`config.mk`:
```
export PLATFORM = sky130hd
export DESIGN_NAME = decoder_scan_ctrl
export DESIGN_NICKNAME = d
export VERILOG_FILES = /design/src/rtl/decoder_scan_ctrl.sv
export SDC_FILE = /design/constraint.sdc
export NUM_CORES = 1
export LEC_CHECK = 0
export ABC_CLOCK_PERIOD_IN_PS = 4800
export CAP_MARGIN = 25
export CORE_AREA = 2 2 60 62
export CTS_BUF_LIST = sky130_fd_sc_hd__clkbuf_8
export DETAILED_ROUTE_END_ITERATION = 8
export DIE_AREA = 0 0 62 64
export PLACE_DENSITY = 0.8
export SLEW_MARGIN = 20
export SYNTH_ARGS = -nofsm -noshare
export SYNTH_HDL_FRONTEND = slang
export SYNTH_SLANG_ARGS = --single-unit
```
`constraint.sdc`:
```
create_clock -name clk -period 4.8 [get_ports clk]
set_input_delay 0.96 -clock clk [delete_from_list [all_inputs] [get_ports clk]]
set_output_delay 0.96 -clock clk [all_outputs]
set_load 0.02 [all_outputs]
```
`src/rtl/decoder_scan_ctrl.sv`:
```
// decoder_scan_ctrl
//   Steps the lit position of a 3-to-8 LED decoder through 0..7 at a rate set
//   by a free-running divider. It produces the decoder select code and enable
//   pattern; the decoder keeps ownership of the active-low LED encoding.
//
// Ports
//   clk   : system clock
//   rst   : synchronous active-high reset
//   start : begins a scan when idle (level, sampled each clock)
//   stop  : aborts a scan; wins over start and over a coincident step
//   mode  : 00 up-wrap, 01 down-wrap, 10 ping-pong, 11 single-shot up
//   sel   : decoder select code
//   en    : decoder enable pattern (3'b100 active, 3'b000 all off)
//   busy  : high while scanning
//   done  : one-cycle pulse when a single-shot scan completes
//
// All outputs are registered; en/busy/done are decoded from the next state.
module decoder_scan_ctrl #(
  parameter int                   DIV_WIDTH = 24,
  parameter logic [DIV_WIDTH-1:0] DIV_MAX   = 24'd9_999_999
) (
  input  logic       clk,
  input  logic       rst,
  input  logic       start,
  input  logic       stop,
  input  logic [1:0] mode,
  output logic [2:0] sel,
  output logic [2:0] en,
  output logic       busy,
  output logic       done
);

  typedef enum logic [1:0] {IDLE, RUN, DONE} state_t;

  localparam logic [1:0] M_UP   = 2'b00;
  localparam logic [1:0] M_DOWN = 2'b01;
  localparam logic [1:0] M_PING = 2'b10;
  localparam logic [1:0] M_ONE  = 2'b11;

  localparam logic [2:0] EN_ON  = 3'b100;
  localparam logic [2:0] EN_OFF = 3'b000;

  state_t               state_q, state_d;
  logic [2:0]           sel_q,   sel_d;
  logic [2:0]           en_q,    en_d;
  logic                 busy_q,  busy_d;
  logic                 done_q,  done_d;
  logic [DIV_WIDTH-1:0] div_q,   div_d;
  logic [1:0]           mode_q,  mode_d;
  logic                 dir_q,   dir_d;   // 0 = up, 1 = down (ping-pong only)
  logic                 tick;

  assign tick = (div_q == DIV_MAX);

  always_comb begin
    state_d = state_q;
    sel_d   = sel_q;
    div_d   = div_q;
    mode_d  = mode_q;
    dir_d   = dir_q;

    unique case (state_q)
      IDLE: begin
        if (start && !stop) begin
          state_d = RUN;
          mode_d  = mode;
          div_d   = '0;
          sel_d   = (mode == M_DOWN) ? 3'd7 : 3'd0;
          dir_d   = 1'b0;
        end
      end

      RUN: begin
        // stop freezes both the divider and sel, even on a tick cycle
        if (stop) begin
          state_d = IDLE;
        end else begin
          div_d = tick ? '0 : div_q + 1'b1;
          if (tick) begin
            unique case (mode_q)
              M_UP:   sel_d = sel_q + 3'd1;
              M_DOWN: sel_d = sel_q - 3'd1;
              M_PING: begin
                // turn around at the endpoints so each is shown for one step
                if (!dir_q) begin
                  if (sel_q == 3'd7) begin
                    sel_d = 3'd6;
                    dir_d = 1'b1;
                  end else begin
                    sel_d = sel_q + 3'd1;
                  end
                end else begin
                  if (sel_q == 3'd0) begin
                    sel_d = 3'd1;
                    dir_d = 1'b0;
                  end else begin
                    sel_d = sel_q - 3'd1;
                  end
                end
              end
              M_ONE: begin
                if (sel_q == 3'd7) state_d = DONE;
                else               sel_d   = sel_q + 3'd1;
              end
              default: sel_d = sel_q;
            endcase
          end
        end
      end

      DONE: state_d = IDLE;

      default: state_d = IDLE;
    endcase

    en_d   = (state_d == IDLE) ? EN_OFF : EN_ON;
    busy_d = (state_d == RUN);
    done_d = (state_d == DONE);
  end

  always_ff @(posedge clk) begin
    if (rst) begin
      state_q <= IDLE;
      sel_q   <= 3'd0;
      en_q    <= EN_OFF;
      busy_q  <= 1'b0;
      done_q  <= 1'b0;
      div_q   <= '0;
      mode_q  <= M_UP;
      dir_q   <= 1'b0;
    end else begin
      state_q <= state_d;
      sel_q   <= sel_d;
      en_q    <= en_d;
      busy_q  <= busy_d;
      done_q  <= done_d;
      div_q   <= div_d;
      mode_q  <= mode_d;
      dir_q   <= dir_d;
    end
  end

  assign sel  = sel_q;
  assign en   = en_q;
  assign busy = busy_q;
  assign done = done_q;

endmodule
```
==> results_dict.tcl <==
set metrics [dict create \
    status "completed" \
    clockRootBuffer "clkbuf_8" \
    comb_power_share_pct 10.1 \
    crit_fanout 9 \
    crit_path_start_kind "primary input" \
    required_ns 4.98 \
    via_per_inst 5.72 \
    drtIter0Drc 92 \
    cts_made_buffers 5 \
    final_antenna_net_count 0 \
    fin_crit_ns 2.73 \
    layout_setup_ws_ns 2.07 \
    cts_sinks 35 \
    synth_xor_xnor_area_share_pct 6.30 \
    h-tree-depth 2 \
    grt_use_total_pct 23.4 \
    fin_crit_sh_pct 57.0 \
    place_hpwl_um 2790 \
    die_h_um 64 \
    coreArea_um2 3280 \
    post_dp_cell_area_um2 2070 \
    crit_path_cell_trace "clkdlybuf4s50_1, nor2_1, nor4b_2, nand4_1, xor2_1, nor2_1" \
    finClkSkew_ns 0.00321 \
    synthAdderAreaFrac_pct 6.43 \
    yosys.area_share.simple_pct 29.6 \
    worstMarginPinSlew_ns 0.918 \
    cts.reportedPaths.clkPinSlew_ns 0.07 \
    cts_resized 0 \
    final_area_um2 2160 \
    ys.flop_type "dfxtp_1" \
    dieArea_um2 3970 \
    maxCapViolCount 0 \
    grt_overflow_total 0 \
    vias 1654 \
    dr.pass1.iters 4 \
    ys_warn_count 0 \
    cpMaxStageDelayCell "nor4b_2" \
    io_pins 14 \
    grt_start_max_net_pins 21 \
    synth_seq_cells 35 \
    peakVddDrop_uv 177 \
    dp_worst_setup_slack_ns 1.66 \
    clkPwrFrac_pct 36.4 \
    critical_path_arrival_ns 2.92 \
    avgSynthCellArea_um2 8.46 \
    synth-edff-count 0 \
    rrSetupSlack_ns 2.57 \
    powerDensity_nw_per_um2 258 \
    clkLatencyLatePin_ns 0.29 \
    finalPower_uw 557 \
    hold_viol 0 \
    antenna_cells 0 \
    setup_viol 0 \
    slew_headroom_pct 38.6 \
    cts_tree "built" \
    swShare_pct 25.8 \
    endpoint_kind "register" \
    port_buffers 11 \
    fin_nets 258 \
    fin_setup_tns_ns 0 \
    die_w_um 62 \
    slowest_delay_ns 0.79 \
    fmax_ghz 0.366 \
    rsz0062_at_grt "false" \
    syn_area_um2 1950 \
    p_leak_uw 0.000750 \
    p_int_uw 414 \
    synth_compound_area_share_pct 16.6 \
    hp-class "reg2reg" \
    clk_path_buf_depth 2 \
    switchingPower_uw 144 \
    synth_top_family_by_area "simple AND/OR/NAND/NOR gates" \
    wl_per_cell_um 13.6 \
    wirelength_um 3940 \
    drive_gt1_share_pct 8.23 \
    grt_pass1_wl_um 7000 \
    synth-seq-area-share_pct 36.0 \
    p_seq_share_pct 53.5 \
    antenna_found_initial 0 \
    gp_congestion 0.796 \
    finalMaxSlewViolations 0 \
    synth-async-reset-ratio_pct 0 \
    drc 0 \
    path_common_cell "nor2_1" \
    syn2layout_area_growth_pct 11.1 \
    cts_hold_buf 0 \
    initial_core_util_pct 59.3 \
    cts_setup_buffers 0 \
    grt_pass1_vias 1602 \
    critical_path_class "in2reg" \
    synth_cell_types 48 \
    rows 21 \
    syn_inst 230 \
    whs_ns 0.491 \
    muxShareOfSynthArea_pct 0.514 \
]
[sequential cells by signal, indices dropped and copies added, names as in the netlist]
| register | flops |
|---|---|
| div_q | 24 |
| sel | 3 |
| mode_q | 2 |
| state_q | 2 |
| busy | 1 |
| dir_q | 1 |
| done | 1 |
| en | 1 |
[power groups by stage]
stage | logic [µW] | clock network [µW] | registers [µW]
after CTS | 55.8 | 209 | 298
after floorplan | 36.8 | 0 | 307
after detailed placement | 55.2 | 0 | 305
after global routing | 62.8 | 221 | 298
final | 56.3 | 203 | 298
after global placement | 54.5 | 0 | 305
[synthesized netlist by cell type, types with 2 or more instances]
cell type | count | area, µm²
a311oi_1 | 2 | 17.5
a31oi_1 | 7 | 43.8
o41a_1 | 2 | 22.5
and4_1 | 3 | 26.3
inv_1 | 11 | 41.3
nand2_1 | 14 | 52.6
xor2_1 | 11 | 96.3
nor4b_1 | 4 | 35.0
nor3_1 | 7 | 35.0
nand3_1 | 15 | 75.1
nand3b_1 | 2 | 15.0
buf_4 | 2 | 15.0
nor4_1 | 4 | 25.0
dfxtp_1 | 35 | 701
a21oi_1 | 13 | 65.1
nand2b_1 | 4 | 25.0
nor2_1 | 26 | 97.6
o21a_1 | 2 | 15.0
nor2b_1 | 2 | 12.5
nand3_2 | 2 | 20.0
o21ai_0 | 10 | 50.1
ha_1 | 10 | 125
clkbuf_1 | 5 | 18.8
or4_1 | 2 | 15.0
xnor2_1 | 3 | 26.3
nand4_1 | 7 | 43.8
and3_1 | 4 | 25.0
[path summary, 6_finish.rpt]
kind	end	start	depth (start not counted)
setup / recovery	div_q[23]$_SDFFE_PP0P_	stop	6
hold / removal	div_q[1]$_SDFFE_PP0P_	div_q[1]$_SDFFE_PP0P_	2
setup reg to reg	state_q[0]$_SDFF_PP0_	div_q[0]$_SDFFE_PP0P_	6
hold reg to reg	div_q[1]$_SDFFE_PP0P_	div_q[1]$_SDFFE_PP0P_	2
[placed cells by master (no fill, tap or decap), drive strengths merged, types with 2 or more instances in the layout]
| master | count |
|---|---|
| nor2 | 26 |
| xnor2 | 3 |
| o21a | 2 |
| o41a | 2 |
| nand2 | 14 |
| a21oi | 13 |
| or4 | 3 |
| nand3b | 2 |
| clkbuf | 6 |
| a311oi | 2 |
| dfxtp | 35 |
| or3 | 2 |
| a31oi | 7 |
| nand4 | 7 |
| and4 | 3 |
| clkdlybuf4s50 | 11 |
| nand3 | 17 |
| nor4 | 4 |
| nor2b | 2 |
| conb | 2 |
| inv | 13 |
| a211o | 2 |
| ha | 10 |
| and3 | 5 |
| nor4b | 5 |
| nor3 | 8 |
| nand2b | 4 |
| o21ai | 11 |
| xor2 | 11 |
[per-stage QoR]
stage / util [%] / std cells
6_report: 65.9 / 289
5_1_grt: 65.9 / 289
4_1_cts: 65.6 / 288
2_1_floorplan: - / 231
3_5_place_dp: 63.1 / 280
3_3_place_gp: 63.1 / 280
[per-layer routing]
layer / routed length (µm) / vias to the layer above / track usage [%] / part of all wire (%)
li1: - / 857 / - / -
met1: 1850 / 756 / 30.9 / 47
met2: 1860 / 34 / 35.7 / 47
met3: 158 / 7 / 6.28 / 4.0
met4: 66 / 0 / 8.78 / 1.7
met5: 0 / - / 0 / 0
[final cells by class]
type | count | area [µm²]
Clock buffer | 5 | 68.8
Clock inverter | 3 | 12.5
Fill cell | 284 | 1120
Inverter | 11 | 41.3
Multi-Input combinational cell | 177 | 1170
Sequential cell | 35 | 701
Tap cell | 46 | 57.6
Timing Repair Buffer | 12 | 115
[worst max-delay path: cells and delay by family]
| family | cells | cell delay (ns) |
|---|---|---|
| buffers and inverters | 1 | 0.50 |
| and+or+nand+nor | 4 | 1.28 |
| xor gates and xnor gates | 1 | 0.18 |
[cell families after synthesis]
logic type	after synthesis
xor gates and xnor gates	14
and+or+nand+nor	104
adders and majority gates	10
AOI/OAI and AO/OA	46
buffers and inverters	19
other	1
muxes	1
DFF	35
Note: power is estimated with default switching activity, not from simulation.
